==> src/rtl/elevator_pkg.sv <==
// Shared types for the elevator controller front end and central FSM.
// Holds key codes, controller states, settings and keypad FSM states.
package elevator_pkg;

    typedef enum logic [3:0] {
        STOP   = 4'hA,
        RESUME = 4'hB,
        UP     = 4'hC,
        DOWN   = 4'hD,
        ESCAPE = 4'hE,
        ENTER  = 4'hF
    } button_e;

    typedef enum logic [1:0] {
        S_IDLE,
        S_MOVING,
        S_DOORS,
        S_SETUP
    } state_e;

    typedef enum logic [1:0] {
        SET_NONE,
        SET_FLOOR,
        SET_SPEED,
        SET_DOOR
    } setting_e;

    typedef enum logic [1:0] {
        IDLE,
        CHECK,
        HELD,
        RELEASE
    } kp_state_e;

    // Index of the highest set bit; 0 when no bit is set.
    function automatic logic [3:0] hi_index(input logic [15:0] v);
        logic [3:0] idx;
        idx = 4'h0;
        for (int i = 0; i < 16; i++) begin
            if (v[i]) idx = 4'(i);
        end
        return idx;
    endfunction

endpackage

==> src/rtl/sync_2ff.sv <==
// Two-flop synchroniser for asynchronous level inputs.
// Async active-high reset clears both stages.
module sync_2ff #(
    parameter int WIDTH = 1
) (
    input  logic             clk,
    input  logic             rst,
    input  logic [WIDTH-1:0] d,
    output logic [WIDTH-1:0] q
);

    logic [WIDTH-1:0] meta_q, meta_d;
    logic [WIDTH-1:0] sync_q, sync_d;

    always_comb begin
        meta_d = d;
        sync_d = meta_q;
    end

    always_ff @(posedge clk or posedge rst) begin
        if (rst) begin
            meta_q <= '0;
            sync_q <= '0;
        end else begin
            meta_q <= meta_d;
            sync_q <= sync_d;
        end
    end

    assign q = sync_q;

endmodule

==> src/rtl/keypad_sync.sv <==
// Keypad front end: synchronise, debounce and priority-encode 16 keys.
// Emits one registered strobe with its key code per debounced press.
module keypad_sync
    import elevator_pkg::*;
#(
    parameter int DEBOUNCE_CYCLES = 16
) (
    input  logic        clk,
    input  logic        rst,
    input  logic [15:0] keys,
    output logic [3:0]  buttonBus,
    output logic        pressed
);

    localparam int CW = $clog2(DEBOUNCE_CYCLES);
    localparam logic [CW-1:0] CNT_MAX = CW'(DEBOUNCE_CYCLES - 1);

    logic [15:0] keys_sync;
    logic [3:0]  code;
    logic        any;

    kp_state_e   state_q, state_d;
    logic [CW-1:0] cnt_q, cnt_d;
    logic [3:0]  cap_q, cap_d;
    logic        pressed_q, pressed_d;
    logic [3:0]  bus_q, bus_d;

    sync_2ff #(.WIDTH(16)) u_sync (
        .clk (clk),
        .rst (rst),
        .d   (keys),
        .q   (keys_sync)
    );

    assign code = hi_index(keys_sync);
    assign any  = |keys_sync;

    always_comb begin
        state_d   = state_q;
        cnt_d     = cnt_q;
        cap_d     = cap_q;
        pressed_d = 1'b0;
        bus_d     = 4'h0;
        unique case (state_q)
            IDLE: begin
                if (any) begin
                    state_d = CHECK;
                    cnt_d   = '0;
                    cap_d   = code;
                end
            end
            CHECK: begin
                if (!any) begin
                    state_d = IDLE;
                end else if (code != cap_q) begin
                    cnt_d = '0;
                    cap_d = code;
                end else if (cnt_q == CNT_MAX) begin
                    state_d   = HELD;
                    pressed_d = 1'b1;
                    bus_d     = cap_q;
                end else begin
                    cnt_d = cnt_q + 1'b1;
                end
            end
            // Any key activity while held is ignored until a full release.
            HELD: begin
                if (!any) begin
                    state_d = RELEASE;
                    cnt_d   = '0;
                end
            end
            RELEASE: begin
                if (any) begin
                    state_d = HELD;
                end else if (cnt_q == CNT_MAX) begin
                    state_d = IDLE;
                end else begin
                    cnt_d = cnt_q + 1'b1;
                end
            end
        endcase
    end

    always_ff @(posedge clk or posedge rst) begin
        if (rst) begin
            state_q   <= IDLE;
            cnt_q     <= '0;
            cap_q     <= 4'h0;
            pressed_q <= 1'b0;
            bus_q     <= 4'h0;
        end else begin
            state_q   <= state_d;
            cnt_q     <= cnt_d;
            cap_q     <= cap_d;
            pressed_q <= pressed_d;
            bus_q     <= bus_d;
        end
    end

    assign pressed   = pressed_q;
    assign buttonBus = bus_q;

endmodule

==> config.mk <==
export PLATFORM = sky130hd
export DESIGN_NAME = keypad_sync
export DESIGN_NICKNAME = d
export VERILOG_FILES = /design/src/rtl/elevator_pkg.sv /design/src/rtl/sync_2ff.sv /design/src/rtl/keypad_sync.sv
export SDC_FILE = /design/constraint.sdc
export NUM_CORES = 1
export LEC_CHECK = 0
export CAP_MARGIN = 5
export CORE_MARGIN = 2
export CORE_UTILIZATION = 55
export DETAILED_ROUTE_END_ITERATION = 12
export GPL_TIMING_DRIVEN = 0
export MAX_ROUTING_LAYER = met4
export PLACE_DENSITY = 0.79
export SETUP_SLACK_MARGIN = 0.3
export SLEW_MARGIN = 20
export SYNTH_ARGS = -nofsm -noshare
export SYNTH_HDL_FRONTEND = slang
export SYNTH_SLANG_ARGS = --single-unit
==> constraint.sdc <==
create_clock -name clk -period 7.35 [get_ports clk]
set_clock_uncertainty 0.05 [all_clocks]
set_input_delay 1.1025 -clock clk [delete_from_list [all_inputs] [get_ports clk]]
set_output_delay 1.1025 -clock clk [all_outputs]
set_load 0.02 [all_outputs]
==> metrics.cfg, run 1 <==
[yosys]
synth_area_per_cell_um2=11.8
synth_top_cell_by_area=dfrtp_1
synth_compound_area_share_pct=16.0
synth_edf_count=0
synthAdderAreaFrac_pct=0.660
ys_ff_latch=47
ys.warnings.count=0
yosysMostFrequentCell=dfrtp_1
mappedNetlistArea_um2=1900
syn-num-nets=179
syn_inst=160
ys_types=45
ys_top_cells_by_area=dfrtp_1, mux2_4, nor2_1, a21oi_1, nand2_1
synth_top_family_by_area=simple AND/OR/NAND/NOR gates
synth_top_cells_by_count=dfrtp_1, nor2_1, nand2_1, a21oi_1, inv_1
synthArstFlopShare_pct=100
synth_mux_area_share_pct=2.38
yosysSeqAreaShare_pct=62.0
synth_simple_gate_area_share_pct=16.5
netlist.area_leader.share_pct=62.0
yosys_most_used_dff=dfrtp_1
yosys.area_share.xor_xnor_pct=0.462

[route]
drc=0
initialDrtViolationCount=136
vias_per_cell=5.86
drtAntennaViolNets=0
drt-total-wl_um=3460
num_vias=1389
wl_per_cell_um=14.6
first_pass_iters=5

[timing]
hold_viol_final=0
tns_ps=0
final-max-slew-violation-count=0
min_period_ps=2730
rsz0062_at_grt=no
finalCritPeriodShare_pct=37.1
fmax_mhz=367
finalSetupViolations=0
timing_worst_slew_pin_value_ps=748
relSlewSlack_pct=49.8

[setup_path]
end_kind=register
path_max_fanout=6
cpPeakStageDelay_ps=580
worstSetupStartpointType=register
criticalPathCategory=reg2reg
crit_chain=or4_4, or4_1, a21boi_2, o22ai_2, o31a_4, mux2_4
crit_path_top_delay_cell=or4_4
path_delay_family=simple AND/OR/NAND/NOR gates
cp.required_ps=7570
crit_buf_inv=0
arrival_ps=2950

[global_route]
grt_max_degree=36
grt_use_met1_pct=23.8
grt_pass1_wl_um=6190
grt_pass1_vias=1371
track_usage_pct=21.2
grt_overflow=0
gr-usage-met3_pct=5.59
grt_use_met2_pct=34.4
grt.busiest_layer=met2
antenna_found_initial=0

[cts]
clkLatencyLatePin_ps=370
cts_sinks=47
cts_tree=yes
cts_resized=0
root_buffer=clkbuf_4
cts-buffers-inserted=5
clk_pin_slew_ps=130
ctsHtreeMaxLevel=2
postCtsSetupRepairBufs=0
hold_buffers=0
cts_buffer_depth=2

[power]
total_power_w=0.000462
p_per_area_nw_per_um2=205
p_leak_nw=0.947
peakVddDrop_mv=0.155

[final_layout]
layout-drive-gt1-share_pct=10.5
multiInputGateArea_um2=682
final_cells=237
syn_to_final_growth_pct=18.7
antenna_cells=0
regArea_um2=1180
fillers=258
nNetsFinal=209

[floorplanning]
die_w_um=62.7
design.portCount=23
rows=21
die_h_um=62.7
dieArea_um2=3930
start_util_pct=57.3
coreArea_um2=3310

[job]
drv_cap=0

[placed_design]
port_buffers=22
gp_congestion=0.835
dp_cells=229
post-dp-hpwl_um=2520

[min_path]
hp-class=reg2reg

[run_status]
outcome=completed

==> area by class of cell <==
cell class / count / area share, %
Inverter: 8 / 1.33
Clock inverter: 3 / 0.834
Multi-Input combinational cell: 103 / 30.3
Clock buffer: 5 / 1.67
Tap cell: 46 / 2.56
Buffer: 2 / 0.334
Sequential cell: 47 / 52.3
Timing Repair Buffer: 23 / 10.7
==> sequential cells by signal (all words and copies together) (netlist names), named ones only <==
register,count
cap_q,4
u_sync.meta_q,16
u_sync.q,16
state_q,1
cnt_q,4
buttonBus,4
pressed,1
==> layout by cell type, fill, tap and decap left out, types with 3 or more instances in the layout <==
cell	netlist	layout
nand2_1	10	10
nor2_1	12	12
a211oi_1	4	4
clkdlybuf4s50_1	0	22
mux2_4	3	3
inv_1	8	7
a31oi_1	3	3
and2_1	5	5
dfrtp_1	47	47
a21oi_1	8	8
and3_1	3	3
nor3_1	5	5
o21ai_0	7	7
clkbuf_4	0	5
nor4_1	5	5
==> cells by family after synthesis <==
group | after synthesis
fa+ha+maj | 1
mux | 3
simple gates | 57
compound gates | 41
xor+xnor | 1
buf+inv | 10
flops | 47
==> worst paths after layout <==
kind | endpoint | startpoint | slack (ps) | cells after the start
worst max-delay path | cap_q[0] | u_sync.q[12] | 4620 | 6
worst min-delay path | u_sync.q[12] | u_sync.meta_q[12] | 300 | 0
worst max register to register | cap_q[0] | u_sync.q[12] | 4620 | 6
worst min register to register | u_sync.q[12] | u_sync.meta_q[12] | 300 | 0
max in group asynchronous | u_sync.q[10] | rst | 5860 | 3
min in group asynchronous | u_sync.q[13] | rst | 920 | 2
==> power by group <==
group / internal (W) / switching (W)
Clock: 0.0000375 / 0.0000826
Sequential: 0.000272 / 0.0000129
Combinational: 0.0000293 / 0.0000281
==> metal layers <==
layer	vias up	wire (µm)	share of wire [%]
met5	-	0	0
met4	0	125	3.6
met3	17	190	5.5
met2	60	1770	51
met1	663	1380	40
li1	649	-	-
==> per-stage QoR <==
stage	util (%)	setup slack [ps]	instance area, µm²	hold slack (ps)
3_5_place_dp	66.3	4690	2190	286
2_1_floorplan	-	4840	1900	281
5_1_grt	68.0	4560	2250	323
4_1_cts	68.0	4670	2250	309
3_3_place_gp	65.6	4340	2170	282
6_report	68.0	4620	2250	297
Power figures use the tool's default switching activity.
==> inputs of run 2 (changes only) <==
--- a/config.mk
+++ b/config.mk
@@ -7,11 +7,11 @@
 export LEC_CHECK = 0
 export CAP_MARGIN = 5
 export CORE_MARGIN = 2
-export CORE_UTILIZATION = 55
+export CORE_UTILIZATION = 54
 export DETAILED_ROUTE_END_ITERATION = 12
 export GPL_TIMING_DRIVEN = 0
 export MAX_ROUTING_LAYER = met4
-export PLACE_DENSITY = 0.79
+export PLACE_DENSITY = 0.78
 export SETUP_SLACK_MARGIN = 0.3
 export SLEW_MARGIN = 20
 export SYNTH_ARGS = -nofsm -noshare
==> constraint.sdc (replaced) <==
create_clock -name clk -period 2.9 [get_ports clk]
set_clock_uncertainty 0.05 [all_clocks]
set_input_delay 0.435 -clock clk [delete_from_list [all_inputs] [get_ports clk]]
set_output_delay 0.435 -clock clk [all_outputs]
set_load 0.02 [all_outputs]
==> metrics.cfg, run 2 (synthesis results as in run 1) <==
[run_status]
outcome=completed

[setup_path]
arrival_ps=2820
criticalPathCategory=reg2reg
end_kind=register
path_max_fanout=5
r2r_cells=6
r2r_slack_ps=290
cp.required_ps=3110
r2r-end=cap_q[0]
regToRegStartpoint=u_sync.q[8]
worstSetupStartpointType=register

[min_path]
hold_depth=0
min-delay-start=u_sync.meta_q[0]
hp-class=reg2reg
min_to=u_sync.q[0]

[global_route]
antenna_found_initial=0
grt_pass1_wl_um=6440
grt_pass1_vias=1514
track_usage_pct=21.8
grt_max_degree=29
grt_overflow=0

[timing]
rsz0062_at_grt=yes
finalCritPeriodShare_pct=90.0
hold_viol_final=0
timing_worst_slew_pin_value_ps=605
tns_ps=0
fmax_mhz=383
min_period_ps=2610
relSlewSlack_pct=59.1
final-max-slew-violation-count=0
finalSetupViolations=0

[power]
p_leak_nw=1.01
peakVddDrop_mv=0.338
p_per_area_nw_per_um2=508

[route]
initialDrtViolationCount=139
drc=0
wl_per_cell_um=15.4
num_vias=1469
vias_per_cell=5.92
drt-total-wl_um=3820
first_pass_iters=4
drtAntennaViolNets=0

[cts]
cts_tree=yes
clk_pin_slew_ps=130
cts-buffers-inserted=5
cts_buffer_depth=2
ctsHtreeMaxLevel=2
root_buffer=clkbuf_4
clkLatencyLatePin_ps=370
cts_sinks=47

[floorplanning]
rows=21
die_w_um=63.2
start_util_pct=56.4
die_h_um=63.2
design.portCount=23
coreArea_um2=3360
dieArea_um2=4000

[final_layout]
syn_to_final_growth_pct=26.1
layout_common_cells=dfrtp_1, clkdlybuf4s50_1, nor2_1
nNetsFinal=220
antenna_cells=0
fillers=263
layout-drive-gt1-share_pct=17.8
final_area_um2=2390
layout_commonest_cell=dfrtp_1

[job]
drv_cap=0

[placed_design]
dpl_cell_area_um2=2200
port_buffers=22
gp_congestion=0.831
post-dp-hpwl_um=2550

run 2: cell types whose count changed in the layout (fill, tap and decap cells not counted), sizes merged:
cell	delta
buf	+11
clkbuf	+2
clkinv	-1
inv	-1
run 2: layout make-up:
| cell class | instances | area (µm²) | area share, % |
|---|---|---|---|
| clock buffers | 7 | 55.1 | 2.30 |
| well taps | 46 | 57.6 | 2.41 |
| inverters | 8 | 30.0 | 1.26 |
| plain buffers | 2 | 7.51 | 0.314 |
| flip-flops and latches | 47 | 1180 | 49.2 |
| multi-input cells | 103 | 724 | 30.3 |
| repair buffers | 34 | 330 | 13.8 |
| clock inverters | 1 | 8.76 | 0.366 |
run 2: repair_timing:
item                                    4_1_cts  5_1_grt
setup buffers                                 6        5
hold buffers                                  0        0
endpoints found under the setup margin        4       12
resized for setup                             4        4
run 2: metrics by stage:
step                instances  power, W  hold WS [ps]  setup WS, ps  utilization [%]
floorplan                 160  0.000822           281           395                -
global placement          228  0.000864           282           306             64.6
detailed placement        229  0.000879           285           266             65.4
CTS                       243   0.00121           314           300             69.4
global route              248   0.00128           320           232             71.1
finish                    248   0.00121           309           289             71.1
run 2: worst max path at each step:
stage,to,startpoint,cells past startpoint,slack [ps]
2_1_floorplan,cap_q[0],u_sync.q[8],6,390
3_3_place_gp,cap_q[0],u_sync.q[12],6,310
3_5_place_dp,cap_q[3],u_sync.q[12],6,270
4_1_cts,cap_q[2],u_sync.q[9],6,300
5_1_grt,cnt_q[2],u_sync.q[9],6,230
6_report,cap_q[0],u_sync.q[8],6,290
run 2: critical path: stages, from the launching register on:
cell,delay (ps)
dfrtp_1,430
or4_4,550
or4_4,540
a21boi_4,180
o22ai_4,110
o31a_4,350
mux2_4,300
run 2: routing by layer:
metal	GRT usage, %	share of wire (%)	up-vias
li1	-	-	673
met1	22.7	38	715
met2	36.6	53	67
met3	5.89	6.0	14
met4	13.9	3.0	0
met5	-	0	-
run 2: power by group:
part	total, W	leakage, nW	switching [W]	internal, W
clock	0.000321	0.0355	0.000200	0.000121
sequential	0.000724	0.558	0.0000348	0.000689
combinational	0.000170	0.420	0.0000792	0.0000913
==> RTL change 1, RTL diff (flow settings as in run 2) <==
Set the parameter `DEBOUNCE_CYCLES` to 8 (it was 16).
--- a/src/rtl/keypad_sync.sv
+++ b/src/rtl/keypad_sync.sv
@@ -3,7 +3,7 @@
 module keypad_sync
     import elevator_pkg::*;
 #(
-    parameter int DEBOUNCE_CYCLES = 16
+    parameter int DEBOUNCE_CYCLES = 8
 ) (
     input  logic        clk,
     input  logic        rst,
Function: no difference found for any inputs over 10 cycles, from zero or initial values and one cycle with rst high; that may be too few to reach the edited logic, so the function may still have changed.
==> RTL change 1 against run 2 <==
Global-route usage is 1.6 points lower; critical path depth stayed put; critical path type unchanged; sequential cell count is 1 lower; synthesized area is 7.5% lower; cell count is 13% lower; die area is 7.0% lower; total power is 1.9% higher; count of clock-buffer cells in the layout is 2 lower; cell area is 8.6% lower; wire length is 21% lower; worst setup slack better by 0.051 ns.
==> RTL change 1: results (changes against run 2) <==
Critical path
  – R2R setup slack: 0.34 ns (was 0.29 ns)
  – Crit path capture: cap_q[3]$_DFFE_PP0P_ (was cap_q[0]$_DFFE_PP0P_)
  – Slowest cell on crit path: or4_4 (unchanged)

Clock network
  – # clock sinks: 46 (was 47)
  – # Post-CTS Setup Buffers: 0 (was 6)
  – Post-CTS sizing: 0 (was 4)

Pwr
  – Max VDD drop: 0.490 mV (was 0.338 mV)
  – Leak Pwr: 0.910 nW (was 1.01 nW)
  – Switching power: 0.304 mW (was 0.314 mW)

Global route
  – Vias in the first global route: 1146 (was 1514)
  – Met3 usage: 6.40% (was 5.89%)
  – M2 GR Usage: 31.5% (was 36.6%)
  – Gr usage total: 20.2% (was 21.8%)
  – Met1 Use GR: 23.2% (was 22.7%)

Route
  – DR WL/cell: 13.9 um (was 15.4 um)
  – 1st-iter DRT viols: 31 (was 139)
  – Vias per cell: 5.41 (was 5.92)

Final layout
  – NonClk Buf Share: 12.2% (was 14.1%)
  – Multi-input combinational area share: 27.6% (was 30.3%)
  – FILL cells: 226 (was 263)
  – Clock buffer count: 5 (was 7)
  – Layout cell share with drive strength beyond 1: 14.5% (was 17.8%)
  – Seq/total area: 52.7% (was 49.2%)
  – Multi-Input Combinational: 86 (was 103)
  – Non-clk invs: 6 (was 8)

Timing
  – Max Fclk: 391 MHz (was 383 MHz)
  – Slew HR: 64.8% (was 59.1%)
  – Hold Slack: 0.286 ns (was 0.309 ns)

Logic synthesis
  – Adder-Cell Fraction of Synth Area: 0.714% (was 0.660%)
  – Area contributors post-synth: dfrtp_1 (66%), o21ai_0 (2.9%), and2_1 (2.5%) (was dfrtp_1 (62%), mux2_4 (2.4%), nor2_1 (2.4%))
  – Most instantiated cells after synthesis: dfrtp_1 (46), nand2_1 (11), o21ai_0 (10), nor2_1 (8), and2_1 (7) (was dfrtp_1 (47), nor2_1 (12), nand2_1 (10), a21oi_1 (8), inv_1 (8))
  – Sequential element share of the synthesized area: 65.7% (was 62.0%)
  – Xor/xnor cell area share of the yosys netlist: 0.500% (was 0.462%)
  – Cell variety after synth: 41 (was 45)
  – Post-synthesis net count: 158 (was 179)
  – Compound-Gate Fraction of Synth Area: 13.8% (was 16.0%)

Run status
  – Status: completed (unchanged)

Placed design
  – Routability Congestion: 0.843 (was 0.831)
  – Worst slack, placed: 0.378 ns (was 0.266 ns)
  – HPWL after DPL: 2.23 mm (was 2.55 mm)
## RTL change 1: cell count changes in the layout (fill, tap and decap cells not counted), sizes merged, moves of 4 or more
| cell | before | now |
|---|---|---|
| buf | 12 | 4 |
| a21oi | 8 | 3 |
| nor2 | 12 | 8 |
| o21ai | 7 | 11 |
## RTL change 1: metrics by stage
stage	cells	cell area, um2
2_1_floorplan	139	1750
3_3_place_gp	205	2030
3_5_place_dp	206	2050
4_1_cts	214	2130
5_1_grt	217	2180
6_report	217	2180
## RTL change 1: power groups by stage
stage | logic [mW] | registers (mW) | clock network [mW]
after floorplan | 0.0852 | 0.708 | 0
after CTS | 0.128 | 0.705 | 0.407
after detailed placement | 0.128 | 0.717 | 0
after global routing | 0.150 | 0.712 | 0.441
final | 0.135 | 0.707 | 0.396
after global placement | 0.119 | 0.714 | 0
## RTL change 1: per-layer routing
metal | vias to the layer above | wire length, um
li1 | 567 | -
met1 | 561 | 1250
met2 | 36 | 1530
met3 | 9 | 151
met4 | 0 | 88
met5 | - | 0
==> RTL change 2, RTL diff (config.mk and constraints of run 2) <==
Made on the original files. Register the output `pressed` once more; this adds one clock of latency there. The other outputs are not delayed to match.
--- a/src/rtl/keypad_sync.sv
+++ b/src/rtl/keypad_sync.sv
@@ -98,7 +98,9 @@
         end
     end
 
-    assign pressed   = pressed_q;
+    always_ff @(posedge clk) begin
+        pressed <= pressed_q;
+    end
     assign buttonBus = bus_q;
 
 endmodule
Function: same outputs for any inputs over 10 cycles, from zero or initial values and one cycle with rst high; that may be too few to reach the edited logic, so the function may still have changed.
==> RTL change 2 against run 2 <==
Die area grew 1.0%; worst setup slack lost 0.021 ns; sequential share of layout area shrank 0.86 points; wire length grew 0.94%; synthesized area grew 1.1%; total power grew 2.3%; worst hold slack gained 0.0017 ns; non-clock buffer count grew 3; cell area grew 3.6%; sequential cell count grew 1; critical endpoint unchanged; largest cell class unchanged; highest routed layer unchanged.
==> RTL change 2: results (changes against run 2) <==
Logic synthesis
  – Adder-Cell Fraction of Synth Area: 0.653% (was 0.660%)
  – Yosys warns: 0 (unchanged)
  – Most instantiated cells after synthesis: dfrtp_1 (47), nor2_1 (12), nand2_1 (10), a21oi_1 (8), inv_1 (8) (unchanged)
  – Post-synthesis net count: 180 (was 179)
  – Area contributors post-synth: dfrtp_1 (61%), mux2_4 (2.4%), nor2_1 (2.4%) (was dfrtp_1 (62%), mux2_4 (2.4%), nor2_1 (2.4%))
  – Cell variety after synth: 46 (was 45)
  – Mapped Avg Cell Area: 11.9 um2 (was 11.8 um2)
  – Mux cell area share after synthesis: 2.35% (was 2.38%)
  – Ys async rst share: 97.9% (was 100%)
  – Sequential element share of the synthesized area: 62.4% (was 62.0%)
  – Xor/xnor cell area share of the yosys netlist: 0.457% (was 0.462%)
  – Compound-Gate Fraction of Synth Area: 15.8% (was 16.0%)

Critical path
  – Crit. Startpoint: u_sync.q[9]$_DFF_PP0_ (was u_sync.q[8]$_DFF_PP0_)
  – CP max FO: 5 (unchanged)
  – Slowest cell on crit path: or4_4 (unchanged)
  – CP endpoint kind: flop (unchanged)
  – R2R setup slack: 0.27 ns (was 0.29 ns)
  – Crit path arrival time: 2.84 ns (was 2.82 ns)
  – R2r startpoint: u_sync.q[9]$_DFF_PP0_ (was u_sync.q[8]$_DFF_PP0_)
  – FF-to-FF path depth: 6 (unchanged)
  – Crit path max-delay family: simple AND/OR/NAND/NOR gates (unchanged)
  – Reg-to-Reg End: cap_q[0]$_DFFE_PP0P_ (unchanged)

Clock network
  – H-tree Lvls: 2 (unchanged)
  – Clock buffer depth: 2 (unchanged)
  – CTS buffer count: 5 (unchanged)
  – Clk Tree Root Cell: clkbuf_4 (unchanged)
  – Hold_buf cts: 0 (unchanged)
  – Clock slew at reported path FFs: 0.13 ns (about the same)

Hold path
  – Worst Hold Class: reg2reg (unchanged)

Global route
  – First-pass GRT wire length: 6.33 mm (was 6.44 mm)
  – Vias in the first global route: 1434 (was 1514)
  – Gr usage total: 21.3% (was 21.8%)
  – Initial antenna violation count: 0 (unchanged)
  – Largest net degree at the start of global routing: 29 (unchanged)

Route
  – Drt total wl: 3.86 mm (was 3.82 mm)
  – Drt first pass iters: 4 (unchanged)
  – Vias after detailed routing: 1450 (was 1469)
  – 1st-iter DRT viols: 137 (was 139)

Final layout
  – Number of inserted diodes: 0 (unchanged)
  – Fin nets: 224 (was 220)
  – Layout cell share with drive strength beyond 1: 21.4% (was 17.8%)
  – Final Instance Count excl. Fillers: 252 (was 248)

Timing
  – Final Hold Vio Count: 0 (unchanged)
  – Slew @ Worst Pin: 0.763 ns (was 0.605 ns)
  – Final worst setup slack: 0.268 ns (was 0.289 ns)

Placed design
  – Routability Congestion: 0.883 (was 0.831)
  – Dpl cells: 230 (was 229)
  – HPWL after DPL: 2.45 mm (was 2.55 mm)
  – IO buf count: 22 (unchanged)
  – Post-DP Area: 0.00222 mm2 (was 0.00220 mm2)

Pwr
  – Max VDD drop: 0.348 mV (was 0.338 mV)
  – Leak Pwr: 1.05 nW (was 1.01 nW)

Run status
  – Status: completed (unchanged)
==> RTL change 2: cell types whose count changed after synthesis <==
cell,change
dfxtp_1,+1
==> RTL change 2: power breakdown <==
part / switching, mW / total [mW] / internal (mW)
Combinational: 0.0847 / 0.181 / 0.0965
Clock: 0.205 / 0.325 / 0.120
Sequential: 0.0341 / 0.737 / 0.703
Total: 0.324 / 1.24 / 0.919
==> RTL change 2: how the worst min path moves through the flow <==
stage / start / end / slack [ns] / depth (start not counted)
floorplan: pressed_q$_DFF_PP0_ / pressed$_DFF_P_ / 0.27 / 0
global placement: pressed_q$_DFF_PP0_ / pressed$_DFF_P_ / 0.28 / 0
detailed placement: u_sync.meta_q[11]$_DFF_PP0_ / u_sync.q[11]$_DFF_PP0_ / 0.29 / 0
CTS: u_sync.meta_q[2]$_DFF_PP0_ / u_sync.q[2]$_DFF_PP0_ / 0.32 / 0
global route: u_sync.meta_q[8]$_DFF_PP0_ / u_sync.q[8]$_DFF_PP0_ / 0.32 / 0
finish: u_sync.meta_q[12]$_DFF_PP0_ / u_sync.q[12]$_DFF_PP0_ / 0.31 / 0
==> RTL change 2: area by class of cell <==
cell class | instances | area (um2)
well taps | 46 | 57.6
plain buffers | 2 | 7.51
repair buffers | 37 | 368
inverters | 8 | 30.0
flip-flops and latches | 48 | 1200
clock inverters | 2 | 13.8
multi-input cells | 103 | 751
clock buffers | 6 | 51.3
fillers | 248 | 886
==> RTL change 2: metal layers <==
layer | vias to the layer above | GRT usage (%) | part of all wire (%)
li1 | 678 | - | -
met3 | 8 | 5.71 | 5.3
met1 | 702 | 24.0 | 39
met5 | - | - | 0
met4 | 0 | 11.1 | 2.7
met2 | 62 | 34.9 | 53
==> RTL change 2: repair_timing <==
action,in CTS,in global routing
pin swaps,0,1
endpoints found under the setup margin,3,13
setup buffers,10,4
gates resized for setup,4,14
==> RTL change 2: logic make-up after synthesis <==
group | count (synthesis)
adders and majority gates | 1
AOI/OAI and AO/OA | 41
xor gates and xnor gates | 1
DFF | 48
muxes | 3
and+or+nand+nor | 57
buffers and inverters | 10
